File: config.mk
export PLATFORM = sky130hd
export DESIGN_NAME = xg_mem_arbiter
export DESIGN_NICKNAME = d
export VERILOG_FILES = /design/src/rtl/xg_pkg.sv /design/src/rtl/xg_req_slot.sv /design/src/rtl/xg_mem_arbiter.sv
export SDC_FILE = /design/constraint.sdc
export NUM_CORES = 1
export LEC_CHECK = 0
export CORE_MARGIN = 5
export CORE_UTILIZATION = 25
export CTS_CLUSTER_SIZE = 10
export DETAILED_ROUTE_END_ITERATION = 10
export GPL_ROUTABILITY_DRIVEN = 0
export GPL_TIMING_DRIVEN = 0
export PLACE_DENSITY = 0.58
export RECOVER_POWER = 50
export SETUP_SLACK_MARGIN = 0.5
export SLEW_MARGIN = 20
export SYNTH_ARGS = -nofsm -noshare
export SYNTH_HDL_FRONTEND = slang
export SYNTH_SLANG_ARGS = --single-unit
File: constraint.sdc
create_clock -name clk_sys -period 2 [get_ports clk_sys]
set_input_delay 0.4 -clock clk_sys [delete_from_list [all_inputs] [get_ports clk_sys]]
set_output_delay 0.4 -clock clk_sys [all_outputs]
set_load 0.02 [all_outputs]
File: src/rtl/xg_pkg.sv
// Shared types and constants for the XenonGecko memory arbiter slice.
package xg_pkg;

  typedef enum logic [1:0] {
    S_IDLE = 2'd0,
    S_VID  = 2'd1,
    S_CPU  = 2'd2
  } xgarb_state_t;

  localparam logic [1:0] XG_BURST_LAST = 2'd3;
  localparam logic [3:0] XG_STARVE_MAX = 4'd15;
  localparam int         XG_ADDR_W     = 24;

  typedef struct packed {
    logic                 pending;
    logic                 wren;
    logic [XG_ADDR_W-1:0] addr;
  } xg_req_t;

endpackage

File: src/rtl/xg_req_slot.sv
// One-deep request capture: holds a single burst request until its burst completes.
module xg_req_slot #(
  parameter int ADDR_W = 24
) (
  input  logic              clk_i,
  input  logic              rst_ni,
  input  logic              req_i,
  input  logic              wren_i,
  input  logic [ADDR_W-1:0] addr_i,
  input  logic              clear_i,
  output logic              pending_o,
  output logic              wren_o,
  output logic [ADDR_W-1:0] addr_o,
  output logic              overrun_o
);

  logic              pending_q, pending_d;
  logic              wren_q, wren_d;
  logic [ADDR_W-1:0] addr_q, addr_d;
  logic              occupied;

  // A slot being cleared this cycle counts as free, so a new pulse lands.
  assign occupied  = pending_q & ~clear_i;
  assign overrun_o = req_i & occupied;

  always_comb begin
    pending_d = pending_q;
    wren_d    = wren_q;
    addr_d    = addr_q;
    if (clear_i) begin
      pending_d = 1'b0;
    end
    if (req_i && !occupied) begin
      pending_d = 1'b1;
      wren_d    = wren_i;
      addr_d    = addr_i;
    end
  end

  always_ff @(posedge clk_i) begin
    if (!rst_ni) begin
      pending_q <= 1'b0;
      wren_q    <= 1'b0;
      addr_q    <= '0;
    end else begin
      pending_q <= pending_d;
      wren_q    <= wren_d;
      addr_q    <= addr_d;
    end
  end

  assign pending_o = pending_q;
  assign wren_o    = wren_q;
  assign addr_o    = addr_q;

endmodule

File: src/rtl/xg_mem_arbiter.sv
// Arbitrates the 4-beat SDRAM burst port between video (priority) and CPU,
// with a starvation limit guaranteeing the CPU eventually gets a slot.
module xg_mem_arbiter
  import xg_pkg::*;
#(
  parameter int ADDR_W           = 24,
  parameter int DATA_W           = 16,
  parameter int CPU_STARVE_LIMIT = 2
) (
  input  logic              clk_sys,
  input  logic              rst_n,
  input  logic              vid_req,
  input  logic              vid_wren,
  input  logic [ADDR_W-1:0] vid_addr,
  input  logic [DATA_W-1:0] vid_wdata,
  output logic              vid_ready,
  output logic [1:0]        vid_offset,
  output logic [DATA_W-1:0] vid_rdata,
  output logic              vid_busy,
  input  logic              cpu_req,
  input  logic              cpu_wren,
  input  logic [ADDR_W-1:0] cpu_addr,
  input  logic [DATA_W-1:0] cpu_wdata,
  output logic              cpu_ready,
  output logic [1:0]        cpu_offset,
  output logic [DATA_W-1:0] cpu_rdata,
  output logic              cpu_busy,
  output logic              overrun,
  output logic              mem_req,
  output logic              mem_wren,
  output logic [ADDR_W-1:0] mem_addr,
  output logic [DATA_W-1:0] to_mem,
  input  logic              mem_ready,
  input  logic [1:0]        mem_offset,
  input  logic [DATA_W-1:0] from_mem
);

  localparam logic [3:0] STARVE_LIM = 4'(CPU_STARVE_LIMIT);

  xgarb_state_t      state_q, state_d;
  logic [3:0]        starve_q, starve_d;
  logic              mem_req_q, mem_req_d;
  logic              mem_wren_q, mem_wren_d;
  logic [ADDR_W-1:0] mem_addr_q, mem_addr_d;
  logic              overrun_q, overrun_d;

  logic              vid_pend, vid_swren, vid_ovr, vid_clr;
  logic              cpu_pend, cpu_swren, cpu_ovr, cpu_clr;
  logic [ADDR_W-1:0] vid_saddr, cpu_saddr;
  logic              beat_last;

  xg_req_slot #(.ADDR_W(ADDR_W)) u_vid_slot (
    .clk_i     (clk_sys),
    .rst_ni    (rst_n),
    .req_i     (vid_req),
    .wren_i    (vid_wren),
    .addr_i    (vid_addr),
    .clear_i   (vid_clr),
    .pending_o (vid_pend),
    .wren_o    (vid_swren),
    .addr_o    (vid_saddr),
    .overrun_o (vid_ovr)
  );

  xg_req_slot #(.ADDR_W(ADDR_W)) u_cpu_slot (
    .clk_i     (clk_sys),
    .rst_ni    (rst_n),
    .req_i     (cpu_req),
    .wren_i    (cpu_wren),
    .addr_i    (cpu_addr),
    .clear_i   (cpu_clr),
    .pending_o (cpu_pend),
    .wren_o    (cpu_swren),
    .addr_o    (cpu_saddr),
    .overrun_o (cpu_ovr)
  );

  assign beat_last = mem_ready & (mem_offset == XG_BURST_LAST);

  always_comb begin
    state_d    = state_q;
    starve_d   = starve_q;
    mem_req_d  = 1'b0;
    mem_wren_d = mem_wren_q;
    mem_addr_d = mem_addr_q;
    vid_clr    = 1'b0;
    cpu_clr    = 1'b0;
    overrun_d  = overrun_q | vid_ovr | cpu_ovr;
    case (state_q)
      S_IDLE: begin
        // Video wins unless the CPU has waited out the starvation limit.
        if (vid_pend && (!cpu_pend || (starve_q < STARVE_LIM))) begin
          state_d    = S_VID;
          mem_req_d  = 1'b1;
          mem_wren_d = vid_swren;
          mem_addr_d = vid_saddr;
        end else if (cpu_pend) begin
          state_d    = S_CPU;
          mem_req_d  = 1'b1;
          mem_wren_d = cpu_swren;
          mem_addr_d = cpu_saddr;
          starve_d   = 4'd0;
        end
      end
      S_VID: begin
        if (beat_last) begin
          vid_clr = 1'b1;
          state_d = S_IDLE;
          if (cpu_pend && (starve_q != XG_STARVE_MAX)) begin
            starve_d = starve_q + 4'd1;
          end
        end
      end
      S_CPU: begin
        if (beat_last) begin
          cpu_clr = 1'b1;
          state_d = S_IDLE;
        end
      end
      default: state_d = S_IDLE;
    endcase
  end

  always_ff @(posedge clk_sys) begin
    if (!rst_n) begin
      state_q    <= S_IDLE;
      starve_q   <= 4'd0;
      mem_req_q  <= 1'b0;
      mem_wren_q <= 1'b0;
      mem_addr_q <= '0;
      overrun_q  <= 1'b0;
    end else begin
      state_q    <= state_d;
      starve_q   <= starve_d;
      mem_req_q  <= mem_req_d;
      mem_wren_q <= mem_wren_d;
      mem_addr_q <= mem_addr_d;
      overrun_q  <= overrun_d;
    end
  end

  assign mem_req    = mem_req_q;
  assign mem_wren   = mem_wren_q;
  assign mem_addr   = mem_addr_q;
  assign overrun    = overrun_q;
  assign vid_ready  = mem_ready & (state_q == S_VID);
  assign cpu_ready  = mem_ready & (state_q == S_CPU);
  assign vid_offset = mem_offset;
  assign cpu_offset = mem_offset;
  assign vid_rdata  = from_mem;
  assign cpu_rdata  = from_mem;
  assign vid_busy   = vid_pend | (state_q == S_VID);
  assign cpu_busy   = cpu_pend | (state_q == S_CPU);
  assign to_mem     = (state_q == S_VID) ? vid_wdata :
                      (state_q == S_CPU) ? cpu_wdata : '0;

endmodule

==> metrics.md, run 1 <==
| Metric | Value |
|---|---|
| Clk slew on worst S/H paths | `60 ps` |
| Part of the power in registers | `0.356` |
| CTS tree | `yes` |
| Critical Path Source Type | `register` |
| Dpl hpwl | `10.9 mm` |
| Worst slack, placed | `-267 ps` |
| DR vias | `4282` |
| Status | `complete, but fails checks` |
| CP max stage cell | `dfxtp_4` |
| Post-DR vias/cell | `4.62` |
| Routed wire length | `15.0 mm` |
| Final WS setup | `-96.7 ps` |
| Vias in the first global route | `4563` |
| CTS Buf Count | `9` |
| CP Class | `register to output port` |
| Final hold vios | `0` |
| Row count | `45` |
| Per-cell routed wire length | `16.2 um` |
| Total Die Area | `0.0182 mm2` |
| Final period utilization | `1.05` |
| Total GRT Usage | `0.161` |
| Skew final | `5.06 ps` |
| Sw power | `1.57 mW` |
| Root Buffer | `clkbuf_16` |
| RSZ-0062 raised after global routing | `true` |
| Die Ht | `135 um` |
| Die W | `135 um` |
| Setup violations, final | `40` |
| Nets | `818` |
| Design Power | `5.45 mW` |
| DRC viols | `0` |
| CP required | `1600 ps` |
| Worst vdd ir | `0.428 mV` |
| Commonest non-fill, non-tap cell in the layout | `nand2_1` |
| Slew headroom | `0.552` |
| Boundary Pins | `188` |
| Pleak | `2.92 nW` |
| Clk sink count | `85` |
| Hold Buf Count CTS | `0` |
| Layout Utilization | `0.478` |
| Unique cell type count in the Yosys netlist | `34` |
| Port-buffer cells | `171` |
| Synth Area per Inst | `8.01 um2` |
| Fmax | `0.477 GHz` |
| DRT iter0 DRCs | `245` |
| H-Tree Depth | `3` |
| CTS Buffer Depth | `2` |
| Seq/Total Area, Yosys | `0.436` |
| Max stage delay on crit path | `380 ps` |
| Total power divided by cell area | `747 mW/mm2` |
| Hold crit path type | `register to register` |
| Tmin final | `2100 ps` |
| Fraction of layout cells with a size suffix above 1 | `0.325` |
| Clk Latency, worst-skew pair | `340 ps` |
| Syn_nets | `596` |
| Internal Power | `3.88 mW` |
| Critical path cell sequence | `inv_4 -> ha_4 -> buf_8 -> nor2b_4 -> buf_6 -> buf_8 -> a22o_4 -> buf_6` |
| Most frequent cells in the layout | `nand2_1 (105), clkdlybuf4s50_1 (92), dfxtp_1 (82)` |
| Congestion Overflow GR | `0` |
| Synth warnings | `0` |
| Netlist Area Pre-Place | `0.00390 mm2` |
| First-pass GRT wire length | `23.2 mm` |
| Antenna viol nets, final | `0` |
| Largest net degree at the start of global routing | `14` |
| WP data arrival | `1700 ps` |
| Sw frac | `0.288` |
| Register bit count reported by yosys | `85` |
| Cells after synthesis | `487` |
| Core area | `0.0153 mm2` |
| Comb pwr share | `0.307` |
| Worst-Margin Slew | `673 ps` |
| Initial Util | `0.256` |
| MaxCap Viol Count | `0` |
| Initial antenna violation count | `1` |
| Violated checks | `setup timing` |
| Worst setup EP type | `output port` |
| Area Growth Syn to Fin | `86.9%` |
| Part of the power in the clock network | `0.337` |
| Critical path fanouts, max | `5` |
| Max Slew Vio Count | `0` |
| TritonRoute pass-1 iters | `5` |
==> power by group through the flow <==
stage | logic, mW | clock network (mW) | registers [mW]
6_report | 1.67 | 1.84 | 1.94
5_1_grt | 1.78 | 1.92 | 1.95
4_1_cts | 1.60 | 1.86 | 1.94
3_5_place_dp | 1.37 | 0 | 1.97
3_3_place_gp | 1.35 | 0 | 1.97
2_1_floorplan | 0.642 | 0 | 2.03
==> worst max-delay path: cells and delay by family, from the launching register on <==
kind | cells | cell delay, ps
buf+inv | 5 | 530
flops | 1 | 380
simple gates | 1 | 170
fa+ha+maj | 1 | 160
compound gates | 1 | 120
==> flip-flops by register name, summed over array words and instances (netlist names) <==
name                  cells
u_cpu_slot.addr_o        24
u_vid_slot.pending_o      1
mem_req                   1
u_vid_slot.wren_o         1
mem_addr                 24
u_cpu_slot.wren_o         1
mem_wren                  1
state_q                   2
overrun                   1
u_cpu_slot.pending_o      1
starve_q                  4
u_vid_slot.addr_o        24
==> path summary, 6_finish.rpt <==
path                               from               endpoint  slack [ps]  cells past startpoint
setup / recovery             state_q[1]              to_mem[6]        -100                      8
hold / removal    u_vid_slot.addr_o[19]  u_vid_slot.addr_o[19]         450                      2
setup reg to reg             state_q[1]  u_vid_slot.addr_o[16]         -90                     14
hold reg to reg   u_vid_slot.addr_o[19]  u_vid_slot.addr_o[19]         450                      2
==> logic make-up after synthesis <==
| kind of cell | synth area share |
|---|---|
| simple gates | 0.214 |
| compound gates | 0.208 |
| flops | 0.436 |
| buf+inv | 0.123 |
| fa+ha+maj | 0.0128 |
| mux | 0.00513 |
==> routing by layer <==
metal | track usage | up-vias | part of all wire
li1 | - | 2098 | -
met1 | 0.197 | 2036 | 0.43
met2 | 0.276 | 133 | 0.49
met3 | 0.0432 | 15 | 0.067
met4 | 0.0464 | 0 | 0.015
met5 | 0 | - | 0
==> cells in the mapped netlist, drive strengths merged <==
master   number  share of area
a21boi        3         0.0058
a21oi         1         0.0013
a221oi        1         0.0022
a22o         16          0.036
a22oi         2         0.0038
a31oi        25          0.043
a41oi         1         0.0022
and2          7          0.011
buf          54          0.099
clkbuf       22          0.021
dfxtp        85           0.44
ha            4          0.013
inv           3         0.0029
mux2i         2         0.0051
nand2       105           0.10
nand2b        1         0.0016
nand3        55          0.071
nand3b        2         0.0038
nand4         4         0.0064
nand4b        1         0.0022
nor2          2         0.0019
nor2b         4         0.0064
nor3          1         0.0042
o21a          4         0.0077
o21ai        77           0.10
o2bb2ai       2         0.0045
or2           3         0.0048
==> area by class of cell <==
class / instances / area (um2)
tap: 211 / 264
clock inverter: 3 / 67.6
fill: 1436 / 7970
sequential: 85 / 1710
antenna: 1 / 2.50
inverter: 3 / 16.3
buffer: 76 / 644
multi-input combinational: 323 / 2180
timing repair buffer: 211 / 2150
clock buffer: 13 / 260
==> stage by stage <==
step                      instance area, um2  setup TNS, ps  instances  hold WS (ps)
after detailed placement                6050         -10590        869           450
after floorplan                         4070              0        487           429
after global routing                    7290          -4950        926           465
after global placement                  6050          -8310        869           442
after CTS                               7110           -831        920           452
final                                   7290          -2790        926           451
==> timing repair <==
action                                  4_1_cts  5_1_grt
resized for setup                           322       47
setup buffers                                26        5
endpoints found under the setup margin      136      110
pin swaps                                    14        2
gates cloned                                  9        0
No activity file was read; power rests on OpenSTA's default activity.
==> run 2, diff against run 1 <==
Settings changed: CELL_PAD_IN_SITES_DETAIL_PLACEMENT set to 1, CELL_PAD_IN_SITES_GLOBAL_PLACEMENT set to 1, PLACE_DENSITY 0.58 to 0.76.
==> metrics.md, run 2 (synthesized netlist as in run 1, its figures left out) <==
| Metric | Value |
|---|---|
| Max stage delay on crit path | `450 ps` |
| Critical path fanouts, max | `8` |
| Placed insts | `869` |
| Area Growth Syn to Fin | `97.4%` |
| CTS Buf Count | `9` |
| Critical Path Source Type | `register` |
| Initial Util | `0.256` |
| Commonest non-fill, non-tap cell in the layout | `nand2_1` |
| Core area | `0.0153 mm2` |
| Finished Cell Area | `0.00770 mm2` |
| FF-to-FF path depth | `8` |
| CP required | `2270 ps` |
| Final WS setup | `-88.8 ps` |
| Max Slew Vio Count | `0` |
| Routed wire length | `19.7 mm` |
| Slew headroom | `0.594` |
| First-pass GRT wire length | `26.7 mm` |
| CP max stage cell | `o21a_1` |
| Clk Latency, worst-skew pair | `350 ps` |
| Pleak | `3.08 nW` |
| Port-buffer cells | `171` |
| DRT iter0 DRCs | `303` |
| Crit path max-delay family | `compound AO/OA/AOI/OAI gates` |
| Crit path top cell by count | `buf_4` |
| Status | `complete, but fails checks` |
| Violated checks | `setup timing` |
| Worst vdd ir | `0.409 mV` |
| Total GRT Usage | `0.187` |
| Worst path bufs/invs | `4` |
| Root Buffer | `clkbuf_16` |
| Congestion Overflow GR | `0` |
| Skew final | `9.90 ps` |
| Row count | `45` |
| RSZ-0062 raised after global routing | `true` |
| Hold Path Depth | `2` |
| Boundary Pins | `188` |
| Initial antenna violation count | `1` |
| H-Tree Depth | `3` |
| Setup crit start | `state_q[1]` |
| Fmax | `0.479 GHz` |
| Die Ht | `135 um` |
| Layout Utilization | `0.505` |
| Clk slew on worst S/H paths | `70 ps` |
| Largest net degree at the start of global routing | `16` |
| Worst setup EP type | `register` |
| TritonRoute pass-1 iters | `4` |
| Area after DPL | `0.00605 mm2` |
| CTS tree | `yes` |
| Worst-Margin Slew | `609 ps` |
| Total power divided by cell area | `722 mW/mm2` |
| DR vias | `4613` |
| Non-filler instance count after layout | `931` |
| Antenna cells | `0` |
| Total Die Area | `0.0182 mm2` |
| Dpl hpwl | `12.4 mm` |
| Nets | `824` |
| Die W | `135 um` |
| DRC viols | `0` |
| Final period utilization | `1.04` |
| Setup violations, final | `15` |
| WP data arrival | `2350 ps` |
| Tmin final | `2090 ps` |
| RR Endpoint | `mem_addr[2]` |
| Worst r2r src | `state_q[1]` |
| Most frequent cells in the layout | `nand2_1 (103), clkdlybuf4s50_1 (84), dfxtp_1 (79)` |
| Vias in the first global route | `4996` |
| Hold crit path type | `register to register` |
| MaxCap Viol Count | `0` |
| Fraction of layout cells with a size suffix above 1 | `0.388` |
| Antenna viol nets, final | `0` |
| Per-cell routed wire length | `21.2 um` |
| Flop-to-flop setup slack | `-90 ps` |
| Hold Path End | `u_cpu_slot.addr_o[14]` |
| Worst slack, placed | `-492 ps` |
| Post-route setup TNS | `-867 ps` |
| Critical path cell sequence | `inv_4 -> buf_4 -> buf_4 -> ha_2 -> o21a_1 -> dlymetal6s2s_1 -> o21ai_0 -> a31oi_1` |
| Clk sink count | `85` |
| Post-DR vias/cell | `4.95` |
| Final hold vios | `0` |
| CTS Buffer Depth | `2` |
| Worst hold start | `u_cpu_slot.addr_o[14]` |
| CP Class | `register to register` |
-- run 2: cell types whose count changed in the layout (fill, tap and decap cells not counted), moves of 8 or more --
cell | before | now
buf_6 | 47 | 29
clkdlybuf4s50_1 | 92 | 84
nand3_1 | 26 | 14
buf_8 | 11 | 19
dlygate4sd3_1 | 24 | 33
o21ai_2 | 16 | 31
o21ai_0 | 26 | 10
-- run 2: what timing repair did --
| item | 4_1_cts | 5_1_grt |
|---|---|---|
| buffers inserted | 15 | 18 |
| setup endpoints to repair | 136 | 107 |
| cloned | 8 | 5 |
| hold endpoints to repair | 0 | 0 |
| pin swaps | 16 | 22 |
| gates resized for setup | 327 | 113 |
| hold buffers | 0 | 0 |
-- run 2: worst max-delay path by stage --
stage	end	slack (ps)	cells after the start
after floorplan	to_mem[10]	420	6
after global placement	u_vid_slot.addr_o[9]	-480	5
after detailed placement	u_vid_slot.addr_o[8]	-490	5
after CTS	to_mem[3]	-80	7
after global routing	mem_addr[2]	-180	8
final	mem_addr[2]	-90	8
-- run 2: metal layers --
layer | part of all wire | GRT usage | wire, um
met5 | 0.00066 | 0 | 13
met4 | 0.015 | 0.0475 | 305
met3 | 0.067 | 0.0432 | 1330
met2 | 0.53 | 0.358 | 10500
met1 | 0.38 | 0.207 | 7550
-- run 2: per-stage QoR --
step / hold slack (ps) / total power, mW
finish: 454 / 5.56
CTS: 452 / 5.32
detailed placement: 443 / 3.39
global placement: 440 / 3.34
floorplan: 429 / 2.68
global route: 475 / 5.74
-- run 2: final cells by class --
| cell class | instances | area (um2) |
|---|---|---|
| Buffer | 76 | 699 |
| Sequential cell | 85 | 1720 |
| Timing Repair Buffer | 217 | 2300 |
| Clock buffer | 10 | 229 |
| Fill cell | 1702 | 7560 |
| Multi-Input combinational cell | 323 | 2400 |
| Clock inverter | 6 | 70.1 |
| Tap cell | 211 | 264 |
| Inverter | 3 | 16.3 |
-- run 2: worst min-delay path, stage by stage (launching register included) --
cell and delay (ps):
dfxtp_1 310, nand2_1 50, o21ai_1 50
-- run 2: power by group --
part | total [mW] | internal (mW) | switching [mW]
combinational | 1.90 | 0.951 | 0.944
sequential | 1.94 | 1.84 | 0.0998
clock | 1.72 | 0.978 | 0.746
total | 5.56 | 3.77 | 1.79
==> run 3, diff against run 2 <==
Settings changed: CAP_MARGIN set to 20.
==> results of run 3 <==
Final layout, timing and power as in run 2 (identical DEF).
